### src/rtl/mac_accumulator.sv
// rtl/mac_accumulator.sv - saturating signed dot-product accumulator with start/len command and valid/ready ports
module mac_accumulator #(
    parameter int W     = 32,
    parameter int ACC_W = 72,
    parameter int LEN_W = 16
) (
    input  logic                    clk,
    input  logic                    rst_n,
    input  logic                    start,
    input  logic [LEN_W-1:0]        len,
    input  logic                    in_valid,
    output logic                    in_ready,
    input  logic signed [2*W-1:0]   product,
    output logic                    out_valid,
    input  logic                    out_ready,
    output logic signed [ACC_W-1:0] acc_out,
    output logic                    overflow,
    output logic                    busy
);

    typedef enum logic [1:0] {
        S_IDLE  = 2'd0,
        S_ACCUM = 2'd1,
        S_DONE  = 2'd2
    } state_t;

    localparam logic signed [ACC_W-1:0] SAT_POS = {1'b0, {(ACC_W-1){1'b1}}};
    localparam logic signed [ACC_W-1:0] SAT_NEG = {1'b1, {(ACC_W-1){1'b0}}};

    state_t                    state;
    state_t                    state_next;
    logic signed [ACC_W-1:0]   acc;
    logic [LEN_W-1:0]          remaining;
    logic                      ovf;

    logic                      launch;
    logic                      accept;
    logic                      last_term;
    logic signed [ACC_W-1:0]   prod_ext;
    logic signed [ACC_W-1:0]   sum;
    logic                      pos_ovf;
    logic                      neg_ovf;

    assign launch    = (state == S_IDLE) && start;
    assign accept    = (state == S_ACCUM) && in_valid;
    assign last_term = (remaining == LEN_W'(1));

    // Sign extension comes from the signed product port.
    assign prod_ext = ACC_W'(product);
    assign sum      = acc + prod_ext;
    assign pos_ovf  = !acc[ACC_W-1] && !prod_ext[ACC_W-1] &&  sum[ACC_W-1];
    assign neg_ovf  =  acc[ACC_W-1] &&  prod_ext[ACC_W-1] && !sum[ACC_W-1];

    always_ff @(posedge clk or negedge rst_n) begin
        if (!rst_n) begin
            state <= S_IDLE;
        end else begin
            state <= state_next;
        end
    end

    always_comb begin
        state_next = state;
        case (state)
            S_IDLE: begin
                if (start) begin
                    state_next = (len == '0) ? S_DONE : S_ACCUM;
                end
            end
            S_ACCUM: begin
                if (in_valid && last_term) begin
                    state_next = S_DONE;
                end
            end
            S_DONE: begin
                if (out_ready) begin
                    state_next = S_IDLE;
                end
            end
            default: state_next = S_IDLE;
        endcase
    end

    // Datapath: cleared on launch, updated once per accepted product.
    always_ff @(posedge clk or negedge rst_n) begin
        if (!rst_n) begin
            acc       <= '0;
            remaining <= '0;
            ovf       <= 1'b0;
        end else if (launch) begin
            acc       <= '0;
            remaining <= len;
            ovf       <= 1'b0;
        end else if (accept) begin
            remaining <= remaining - LEN_W'(1);
            if (pos_ovf) begin
                acc <= SAT_POS;
                ovf <= 1'b1;
            end else if (neg_ovf) begin
                acc <= SAT_NEG;
                ovf <= 1'b1;
            end else begin
                acc <= sum;
            end
        end
    end

    assign in_ready  = (state == S_ACCUM);
    assign out_valid = (state == S_DONE);
    assign busy      = (state != S_IDLE);
    assign acc_out   = acc;
    assign overflow  = ovf;

endmodule

### config.mk
export PLATFORM = sky130hd
export DESIGN_NAME = mac_accumulator
export DESIGN_NICKNAME = d
export VERILOG_FILES = /design/src/rtl/mac_accumulator.sv
export SDC_FILE = /design/constraint.sdc
export NUM_CORES = 1
export LEC_CHECK = 0
export BUFFER_PORTS_ARGS = -buffer_cell sky130_fd_sc_hd__buf_2
export CORE_ASPECT_RATIO = 0.7
export CORE_MARGIN = 2
export CORE_UTILIZATION = 50
export CTS_BUF_LIST = sky130_fd_sc_hd__clkbuf_16
export DETAILED_ROUTE_END_ITERATION = 10
export HOLD_SLACK_MARGIN = 0.15
export PLACE_DENSITY = 0.76
export SYNTH_ARGS = -nofsm -noshare
export SYNTH_HDL_FRONTEND = slang
export SYNTH_SLANG_ARGS = --single-unit
export TNS_END_PERCENT = 50
### constraint.sdc
create_clock -name clk -period 3.3 [get_ports clk]
set_input_delay 0.66 -clock clk [delete_from_list [all_inputs] [get_ports clk]]
set_output_delay 0.66 -clock clk [all_outputs]
set_load 0.05 [all_outputs]
==> run_results.csv, run 1 <==
group,metric,value,unit
placement,gp_congestion,0.971,
logic_synthesis,netlist_area,8210,µm²
worst_setup_path,crit_chain,"ha_2 > fa_2 > a21o_1 > a221oi_2 > or4_4 > a211oi_4 > o211ai_1 > buf_4 > a211oi_4 > o22ai_2 > o21ai_2 > xor2_1 > a221o_1",
logic_synthesis,ys_ff_latch,91,
detailed_routing,detail_route.wl_per_cell,17.8,µm
detailed_routing,ant_nets,0,
outcome,outcome,"finished clean",
logic_synthesis,netlist_instances,978,
timing,skew,0.0103,ns
pwr,peakVddDrop,0.822,mV
logic_synthesis,yosysSeqAreaShare,27.7,%
final_layout,fillerInstances,1384,
logic_synthesis,muxShareOfSynthArea,0.259,%
worst_setup_path,cp-end-kind,"flop",
logic_synthesis,synth_xor_area_share,7.36,%
clock_tree,cts_max_level,3,
die,core,16200,µm²
detailed_routing,num_vias,9031,
timing,hold_viol,0,
timing,fin_setup_tns,0,ns
die,initial_utilization,50.7,%
clock_tree,tritoncts,"built",
worst_setup_path,cp_max_fo,3,
worst_setup_path,start_kind,"flop",
detailed_routing,drc,0,
timing,period_share,99.5,%
logic_synthesis,synth_enable_flop_cells,0,
die,die-width,157,µm
worst_setup_path,cpMaxStageDelayCell,"or4_4",
logic_synthesis,syn_avg_cell_area,8.39,µm²
worst_setup_path,crit_family,"compound AO/OA/AOI/OAI gates",
global_route,grt_pass1_wl,42700,µm
pwr,p_leak,5.51,nW
detailed_routing,drtPass1Iterations,7,
detailed_routing,viasPerCell,6.03,
worst_setup_path,crit_top_cell,"a211oi_4",
clock_tree,clkLatencyLatePin,0.36,ns
placement,placed_cell_area,10400,µm²
timing,period_minus_slack,3.28,ns
worst_setup_path,crit_required,3.54,ns
final_layout,drive_above_1_share,31.0,%
placement,numPortBuffers,160,
global_route,grt.overflow.total,0,
final_layout,nets,1431,
die,pin_count,161,
timing,worst_slew_pin_slew,0.677,ns
clock_tree,clock_sinks,91,
pwr,p_per_area,1200,nW/µm²
placement,dp_hpwl,20300,µm
timing,finalWorstSetupSlack,0.0152,ns
clock_tree,clock_path_buffers,2,
timing,rsz0062_at_grt,"yes",
worst_setup_path,critPathKind,"flop to flop",
final_layout,final_area,10900,µm²
logic_synthesis,ys.flop_type,"dfrtp_1",
die,die_y,111,µm
die,rows,39,
min_path,hold_class,"primary input to async pin",
worst_setup_path,cp.buffers_inverters,1,
logic_synthesis,synth_cell_types,72,
logic_synthesis,synth_top_family_by_area,"compound AO/OA/AOI/OAI gates",
timing,slew_viol_final,0,
clock_tree,cts_root_buffer,"clkbuf_16",
timing,fmax,0.304,GHz
global_route,grt_pass1_vias,8337,
logic_synthesis,synth-simple-area-share,16.4,%
placement,post-place-ws,-0.389,ns
run,maxCapViolCount,0,
timing,setup_violations,0,
detailed_routing,wl,26700,µm
timing,relSlewSlack,54.9,%
die,dieArea,17500,µm²
global_route,grtUsageTotal,30.5,%
final_layout,antennaDiodeCount,0,
clock_tree,clk_pin_slew,0.07,ns
global_route,grt_start_max_net_pins,92,
detailed_routing,drt_iter0_markers,867,
clock_tree,cts_hold_buffers,0,
clock_tree,cts_buffers,9,
logic_synthesis,syn_nets,1139,
logic_synthesis,synth_adder_area_share,11.7,%
pwr,power,13.1,mW
logic_synthesis,synthArstFlopShare,100,%
global_route,antenna_found_initial,0,
final_layout,area_growth,33.0,%
worst_setup_path,critical_path_arrival,3.52,ns
logic_synthesis,synth_compound_gate_area_share,32.3,%
worst_setup_path,slowest_delay,0.57,ns
logic_synthesis,synth_warnings,0,
==> flip-flops by register name (all words and copies together) (netlist names) <==
register   cells
acc_out       72
overflow       1
remaining     16
state          2
==> cell type report <==
cell class / count / area (µm²) / area share, %
multi-input cells: 809 / 5790 / 53.1
flip-flops and latches: 91 / 2280 / 20.9
repair buffers: 338 / 2210 / 20.3
well taps: 225 / 282 / 2.58
clock buffers: 9 / 225 / 2.06
inverters: 21 / 78.8 / 0.722
clock inverters: 5 / 47.5 / 0.436
==> placed cells by master, fill, tap and decap left out, types with 8 or more instances in the layout <==
master     instances
nor2_1            40
inv_1             22
o21a_1            10
nand3_1           11
nor4_1             8
a22oi_1           41
clkbuf_16         10
xnor2_1           41
nor3_1            19
a21o_1            50
o211ai_1          12
ha_1              70
nand4_1           21
dfrtp_1           91
buf_2            159
nand2_1          131
a21oi_1           92
buf_4            173
o21ai_0           45
xor2_1            28
a221o_1           37
==> kinds of logic after synthesis <==
| kind of cell | count (synthesis) |
|---|---|
| AOI/OAI and AO/OA | 380 |
| and+or+nand+nor | 282 |
| DFF | 91 |
| buffers and inverters | 78 |
| adders and majority gates | 76 |
| xor gates and xnor gates | 69 |
| muxes | 2 |
==> final timing paths <==
check                             startpoint  slack (ns)           end  cells after the start
min in group clk                remaining[9]        0.51  remaining[9]                      1
worst max-delay path              acc_out[0]        0.02   acc_out[68]                     13
worst max register to register    acc_out[0]        0.02   acc_out[68]                     13
max in group asynchronous              rst_n        2.55   acc_out[68]                      2
worst min register to register  remaining[9]        0.51  remaining[9]                      1
worst min-delay path                   rst_n        0.34   acc_out[32]                      2
==> where the power goes <==
| group | internal, mW | leakage [nW] | switching (mW) |
|---|---|---|---|
| Clock | 0.572 | 0.140 | 0.459 |
| Sequential | 1.67 | 1.12 | 0.513 |
| Combinational | 4.03 | 4.25 | 5.81 |
| Total | 6.28 | 5.51 | 6.78 |
==> synth_stat cells (all sizes together) (12+ instances only) <==
library cell	count	area, µm²
a21oi	97	493
nand3	13	75.1
nor3	21	116
inv	21	78.8
xor2	28	245
nor2	41	154
ha	75	938
clkbuf	43	164
buf	14	104
o21ai	54	274
nand4	21	131
a21o	51	383
a22oi	41	308
nand2	131	492
xnor2	41	359
dfrtp	91	2280
o211ai	12	90.1
a221o	37	370
a211oi	12	110
==> per-layer routing <==
layer	GRT usage [%]	part of all wire (%)	vias up
met1	46.9	48	4233
met5	0	0	-
li1	-	-	4283
met4	7.09	2.1	0
met3	6.25	9.7	55
met2	43.5	40	460
==> through the flow <==
step | utilization, % | cells | hold slack, ns
CTS | 66.1 | 1495 | 0.373
global placement | 64.3 | 1480 | 0.489
global route | 67.4 | 1498 | 0.387
detailed placement | 64.3 | 1480 | 0.495
floorplan | - | 978 | 0.364
finish | 67.4 | 1498 | 0.342
==> repair_timing <==
action	CTS	global route
setup buffers	1	2
setup endpoints to repair	1	73
pin swaps	2	4
gates resized for setup	3	29
gates cloned	0	1
Note: power is estimated with default switching activity, not from simulation.
==> run 2: changes to the inputs <==
--- a/config.mk
+++ b/config.mk
@@ -11,6 +11,7 @@
 export CORE_UTILIZATION = 50
 export CTS_BUF_LIST = sky130_fd_sc_hd__clkbuf_16
 export DETAILED_ROUTE_END_ITERATION = 10
+export GPL_TIMING_DRIVEN = 0
 export HOLD_SLACK_MARGIN = 0.15
 export PLACE_DENSITY = 0.76
 export SYNTH_ARGS = -nofsm -noshare
==> run_results.csv, run 2 (same netlist as run 1, synthesis figures left out) <==
group,metric,value,unit
placement,numPortBuffers,160,
final_layout,largest_reg_flops,72,
pwr,p_seq_share,17.4,%
pwr,p_int,5.87,mW
worst_setup_path,cpMaxStageDelayCell,"a211oi_4",
clock_tree,cts_buffers,9,
detailed_routing,met1_length,12600,µm
detailed_routing,viasPerCell,6.21,
clock_tree,clk_pin_slew,0.07,ns
clock_tree,cts_max_level,3,
die,core,16200,µm²
timing,hold_viol,0,
pwr,p_leak,5.05,nW
timing,fmax,0.296,GHz
global_route,grt_start_max_net_pins,69,
worst_setup_path,slowest_delay,0.36,ns
clock_tree,clock_path_buffers,2,
die,die-width,157,µm
final_layout,fin_util,64.8,%
detailed_routing,drc,0,
global_route,grtUsageTotal,29.4,%
clock_tree,tritoncts,"built",
global_route,grt_pass1_vias,7850,
worst_setup_path,critical_path_arrival,3.62,ns
detailed_routing,detail_route.wl_per_cell,18.9,µm
timing,period_minus_slack,3.38,ns
timing,skew,0.00927,ns
detailed_routing,wl_met2,10800,µm
timing,rsz0062_at_grt,"yes",
final_layout,mostFrequentLayoutCells,"buf_2, nand2_1, dfrtp_1",
worst_setup_path,crit_required,3.54,ns
timing,finalWorstSetupSlack,-0.0799,ns
final_layout,layout_commonest_cell,"buf_2",
clock_tree,cts_hold_buffers,0,
die,initial_utilization,50.7,%
pwr,power,12.7,mW
worst_setup_path,reg2reg_to,"acc_out[66]",
final_layout,final_cells,1411,
clock_tree,clock_sinks,91,
min_path,hold_class,"primary input to async pin",
worst_setup_path,reg2reg_from,"acc_out[0]",
pwr,p_per_area,1210,nW/µm²
placement,dp_cells,1364,
worst_setup_path,r2r_slack,-0.08,ns
worst_setup_path,start_kind,"primary input",
detailed_routing,wl,26600,µm
detailed_routing,top_layer_used,"met4",
placement,dp_hpwl,19800,µm
worst_setup_path,cp.buffers_inverters,1,
timing,period_share,102,%
run,maxCapViolCount,0,
global_route,antenna_found_initial,1,
die,dieArea,17500,µm²
worst_setup_path,crit_family,"compound AO/OA/AOI/OAI gates",
worst_setup_path,critPathKind,"primary input to flop",
final_layout,fillerInstances,1397,
timing,slew_viol_final,0,
die,rows,39,
clock_tree,cts_root_buffer,"clkbuf_16",
worst_setup_path,cp_max_fo,3,
pwr,p_sw_share,53.8,%
global_route,grt_pass1_wl,41000,µm
timing,worst_slew_pin_slew,1.15,ns
worst_setup_path,crit_chain,"buf_4 > ha_4 > fa_2 > a21o_1 > a221oi_4 > or4_4 > nand3_4 > a211oi_4 > a31oi_4 > a21boi_4 > o211ai_1 > xor2_1 > a221o_1",
pwr,peakVddDrop,0.619,mV
global_route,grt.overflow.total,0,
pwr,net-switching-power,6.84,mW
detailed_routing,drt_iter0_markers,711,
pwr,p_comb_share,73.4,%
detailed_routing,drtPass1Iterations,5,
detailed_routing,num_vias,8767,
timing,relSlewSlack,23.1,%
placement,gp_congestion,1.00,
placement,post-place-ws,-0.662,ns
worst_setup_path,cp.depth,13,
final_layout,nets,1341,
worst_setup_path,cp-end-kind,"flop",
detailed_routing,wl_met3,2730,µm
final_layout,drive_above_1_share,27.0,%
final_layout,area_growth,28.0,%
clock_tree,clkLatencyLatePin,0.36,ns
timing,setup_violations,7,
outcome,outcome,"finished, violations left",
die,die_y,111,µm
die,pin_count,161,
pwr,p_clk_share,9.2,%
outcome,violations,"negative setup slack",
worst_setup_path,rr_worst_depth,12,
detailed_routing,ant_nets,0,
run 2: cell count changes in the layout (fill, tap and decap cells not counted), sizes merged:
cell,previous run,this run
inv,22,23
clkinv,3,2
clkbuf,10,41
bufinv,1,2
clkinvlp,0,1
diode,0,1
buf,337,216
run 2: routing by layer:
metal / vias up / GRT usage (%)
li1: 4107 / -
met4: 0 / 7.09
met2: 465 / 41.1
met5: - / 0
met1: 4155 / 46.5
met3: 40 / 5.16
run 2: worst max path at each step:
stage	slack [ns]	to	from
global placement	-0.67	acc_out[49]	product[23]
CTS	0.005	acc_out[67]	product[63]
finish	-0.08	acc_out[66]	product[0]
global route	-0.17	acc_out[36]	acc_out[0]
detailed placement	-0.66	acc_out[49]	product[23]
floorplan	-0.002	acc_out[66]	product[0]
run 2: what timing repair did:
item	4_1_cts	5_1_grt
pin swaps	10	33
setup endpoints to repair	72	72
gates resized for setup	38	92
cloned	0	1
buffers inserted	11	26
run 2: power by group through the flow:
stage / Clock [mW] / Sequential, mW / Combinational (mW)
after detailed placement: 0 / 2.18 / 8.16
final: 1.17 / 2.21 / 9.34
after CTS: 1.18 / 2.17 / 8.51
after global routing: 1.22 / 2.27 / 10.0
after global placement: 0 / 2.16 / 8.03
after floorplan: 0 / 3.58 / 4.90
run 2: layout make-up:
cell class              instances  area (µm²)  share of cell area, %
diodes                          1        2.50                 0.0238
clock buffers                   9         225                   2.14
flip-flops and latches         91        2280                   21.7
well taps                     225         282                   2.68
plain buffers                  49         302                   2.87
repair buffers                199        1150                   11.0
multi-input cells             809        6080                   57.9
clock inverters                 7        98.8                  0.941
inverters                      21        78.8                  0.750
run 2: through the flow:
step	hold slack (ns)	cell area (µm²)	setup TNS (ns)
after floorplan	0.364	8230	-0.00193
after global placement	0.490	9310	-35.47
after detailed placement	0.495	9340	-36.91
after CTS	0.217	9970	0
after global routing	0.236	10500	-3.06
final	0.209	10500	-0.262
==> run 3: changes to the inputs <==
--- a/config.mk
+++ b/config.mk
@@ -13,7 +13,7 @@
 export DETAILED_ROUTE_END_ITERATION = 10
 export GPL_TIMING_DRIVEN = 0
 export HOLD_SLACK_MARGIN = 0.15
-export PLACE_DENSITY = 0.76
+export PLACE_DENSITY = 0.73
 export SYNTH_ARGS = -nofsm -noshare
 export SYNTH_HDL_FRONTEND = slang
 export SYNTH_SLANG_ARGS = --single-unit
==> constraint.sdc (replaced) <==
create_clock -name clk -period 3.15 [get_ports clk]
set_input_delay 0.63 -clock clk [delete_from_list [all_inputs] [get_ports clk]]
set_output_delay 0.63 -clock clk [all_outputs]
set_load 0.05 [all_outputs]
==> run_results.csv, run 3 (same netlist as run 1, synthesis figures left out) <==
group,metric,value,unit
final_layout,mostFrequentLayoutCells,"buf_2, nand2_1, a21oi_1",
final_layout,fillerInstances,1368,
die,die-width,157,µm
final_layout,drive_above_1_share,31.1,%
outcome,violations,"negative setup slack",
worst_setup_path,cp-end-kind,"flop",
clock_tree,cts_buffers,9,
run,maxCapViolCount,0,
clock_tree,clock_sinks,91,
detailed_routing,drt_iter0_markers,890,
placement,dp_cells,1364,
die,dieArea,17500,µm²
detailed_routing,wl,26500,µm
clock_tree,cts_root_buffer,"clkbuf_16",
timing,rsz0062_at_grt,"yes",
global_route,grt_pass1_vias,7893,
timing,setup_violations,21,
final_layout,area_growth,31.7,%
timing,worst_slew_pin_slew,1.14,ns
clock_tree,clk_pin_slew,0.07,ns
detailed_routing,ant_nets,0,
timing,finalWorstSetupSlack,-0.185,ns
worst_setup_path,r2r_slack,-0.18,ns
final_layout,regArea,2300,µm²
die,pin_count,161,
detailed_routing,num_vias,8789,
timing,skew,0.00678,ns
worst_setup_path,crit_start,"acc_out[0]",
clock_tree,clkLatencyLatePin,0.36,ns
global_route,grtUsageTotal,29.7,%
final_layout,multi_input_area,6270,µm²
detailed_routing,drtPass1Iterations,6,
timing,fin_hold_ws,0.169,ns
placement,numPortBuffers,160,
worst_setup_path,cp_max_fo,3,
worst_setup_path,critical_path_arrival,3.58,ns
detailed_routing,viasPerCell,6.19,
clock_tree,cts_hold_buffers,0,
final_layout,largest_reg_flops,72,
timing,relSlewSlack,23.4,%
placement,dp_hpwl,19600,µm
placement,gp_congestion,0.970,
die,rows,39,
pwr,p_per_area,1260,nW/µm²
die,die_y,111,µm
global_route,grt_start_max_net_pins,70,
global_route,grt.overflow.total,0,
detailed_routing,drc,0,
pwr,peakVddDrop,0.656,mV
clock_tree,tritoncts,"built",
die,core,16200,µm²
global_route,grt_pass1_wl,41300,µm
timing,fmax,0.300,GHz
worst_setup_path,cp-endpoint,"acc_out[62]",
pwr,p_int,6.38,mW
worst_setup_path,crit_required,3.40,ns
timing,period_minus_slack,3.33,ns
timing,slew_viol_final,0,
global_route,antenna_found_initial,0,
detailed_routing,detail_route.wl_per_cell,18.7,µm
pwr,p_leak,5.09,nW
final_layout,antennaDiodeCount,0,
worst_setup_path,start_kind,"flop",
outcome,outcome,"finished, violations left",
timing,period_share,106,%
min_path,hold_class,"primary input to async pin",
worst_setup_path,rr_worst_depth,13,
pwr,p_clk_share,8.8,%
final_layout,layout_commonest_cell,"buf_2",
worst_setup_path,critPathKind,"flop to flop",
pwr,net-switching-power,7.23,mW
worst_setup_path,reg2reg_from,"acc_out[0]",
final_layout,nets,1350,
timing,hold_viol,0,
worst_setup_path,reg2reg_to,"acc_out[62]",
pwr,p_comb_share,74.0,%
clock_tree,clock_path_buffers,2,
die,initial_utilization,50.7,%
pwr,p_sw_share,53.1,%
final_layout,final_cells,1419,
clock_tree,cts_max_level,3,
pwr,p_seq_share,17.2,%
==> run 3: worst min-delay path by stage <==
stage              endpoint         start  slack [ns]
6_report        acc_out[33]         rst_n        0.17
5_1_grt         acc_out[33]         rst_n        0.19
4_1_cts         acc_out[33]         rst_n        0.17
3_5_place_dp   remaining[9]  remaining[9]        0.50
3_3_place_gp   remaining[9]  remaining[9]        0.49
2_1_floorplan    acc_out[0]         rst_n        0.33
==> run 3: repair_timing <==
item	4_1_cts	5_1_grt
setup endpoints to repair	72	72
gates cloned	1	0
buffers inserted	33	19
resized for setup	80	76
pin swaps	44	46
==> run 3: metal layers <==
metal | track usage, % | wire length, µm
met1 | 46.8 | 12500
met2 | 39.5 | 10700
met3 | 7.35 | 2890
met4 | 8.12 | 505
met5 | 0 | 0
==> run 3: stage by stage <==
| stage | setup slack [ns] | instance area, µm² | TNS, ns | utilization (%) | total power [mW] |
|---|---|---|---|---|---|
| 6_report | -0.185 | 10800 | -1.37 | 66.7 | 13.6 |
| 5_1_grt | -0.283 | 10800 | -5.35 | 66.7 | 14.5 |
| 4_1_cts | -0.120 | 10400 | -0.526 | 64.1 | 12.9 |
| 3_5_place_dp | -0.748 | 9420 | -46.13 | 58.1 | 10.9 |
| 3_3_place_gp | -0.751 | 9390 | -42.80 | 57.9 | 10.8 |
| 2_1_floorplan | -0.0545 | 8300 | -0.136 | - | 8.97 |
==> run 3: final cells by class <==
type                       count  share of cell area, %
multi-input combinational    809                   58.0
timing repair buffer         214                   11.8
sequential                    91                   21.3
buffer                        43                   2.73
clock buffer                   9                   2.08
inverter                      21                  0.729
tap                          225                   2.61
clock inverter                 7                  0.787
==> run 3: worst max-delay path, cell delays in order, from the launching register on <==
cell and delay, ns:
dfrtp_2 0.42, ha_4 0.17, fa_2 0.34, a21o_1 0.22, a221oi_4 0.28, or4_4 0.23, nand3_4 0.11, a211oi_4 0.36
a31oi_4 0.16, a21boi_2 0.25, buf_4 0.16, o31ai_2 0.06, xor2_1 0.16, a221o_1 0.30
==> run 3: power by group through the flow <==
| stage | Combinational (mW) | Clock [mW] | Sequential, mW |
|---|---|---|---|
| 6_report | 10.1 | 1.19 | 2.34 |
| 5_1_grt | 10.8 | 1.26 | 2.41 |
| 4_1_cts | 9.38 | 1.22 | 2.30 |
| 3_5_place_dp | 8.60 | 0 | 2.29 |
| 2_1_floorplan | 5.19 | 0 | 3.77 |
| 3_3_place_gp | 8.48 | 0 | 2.28 |
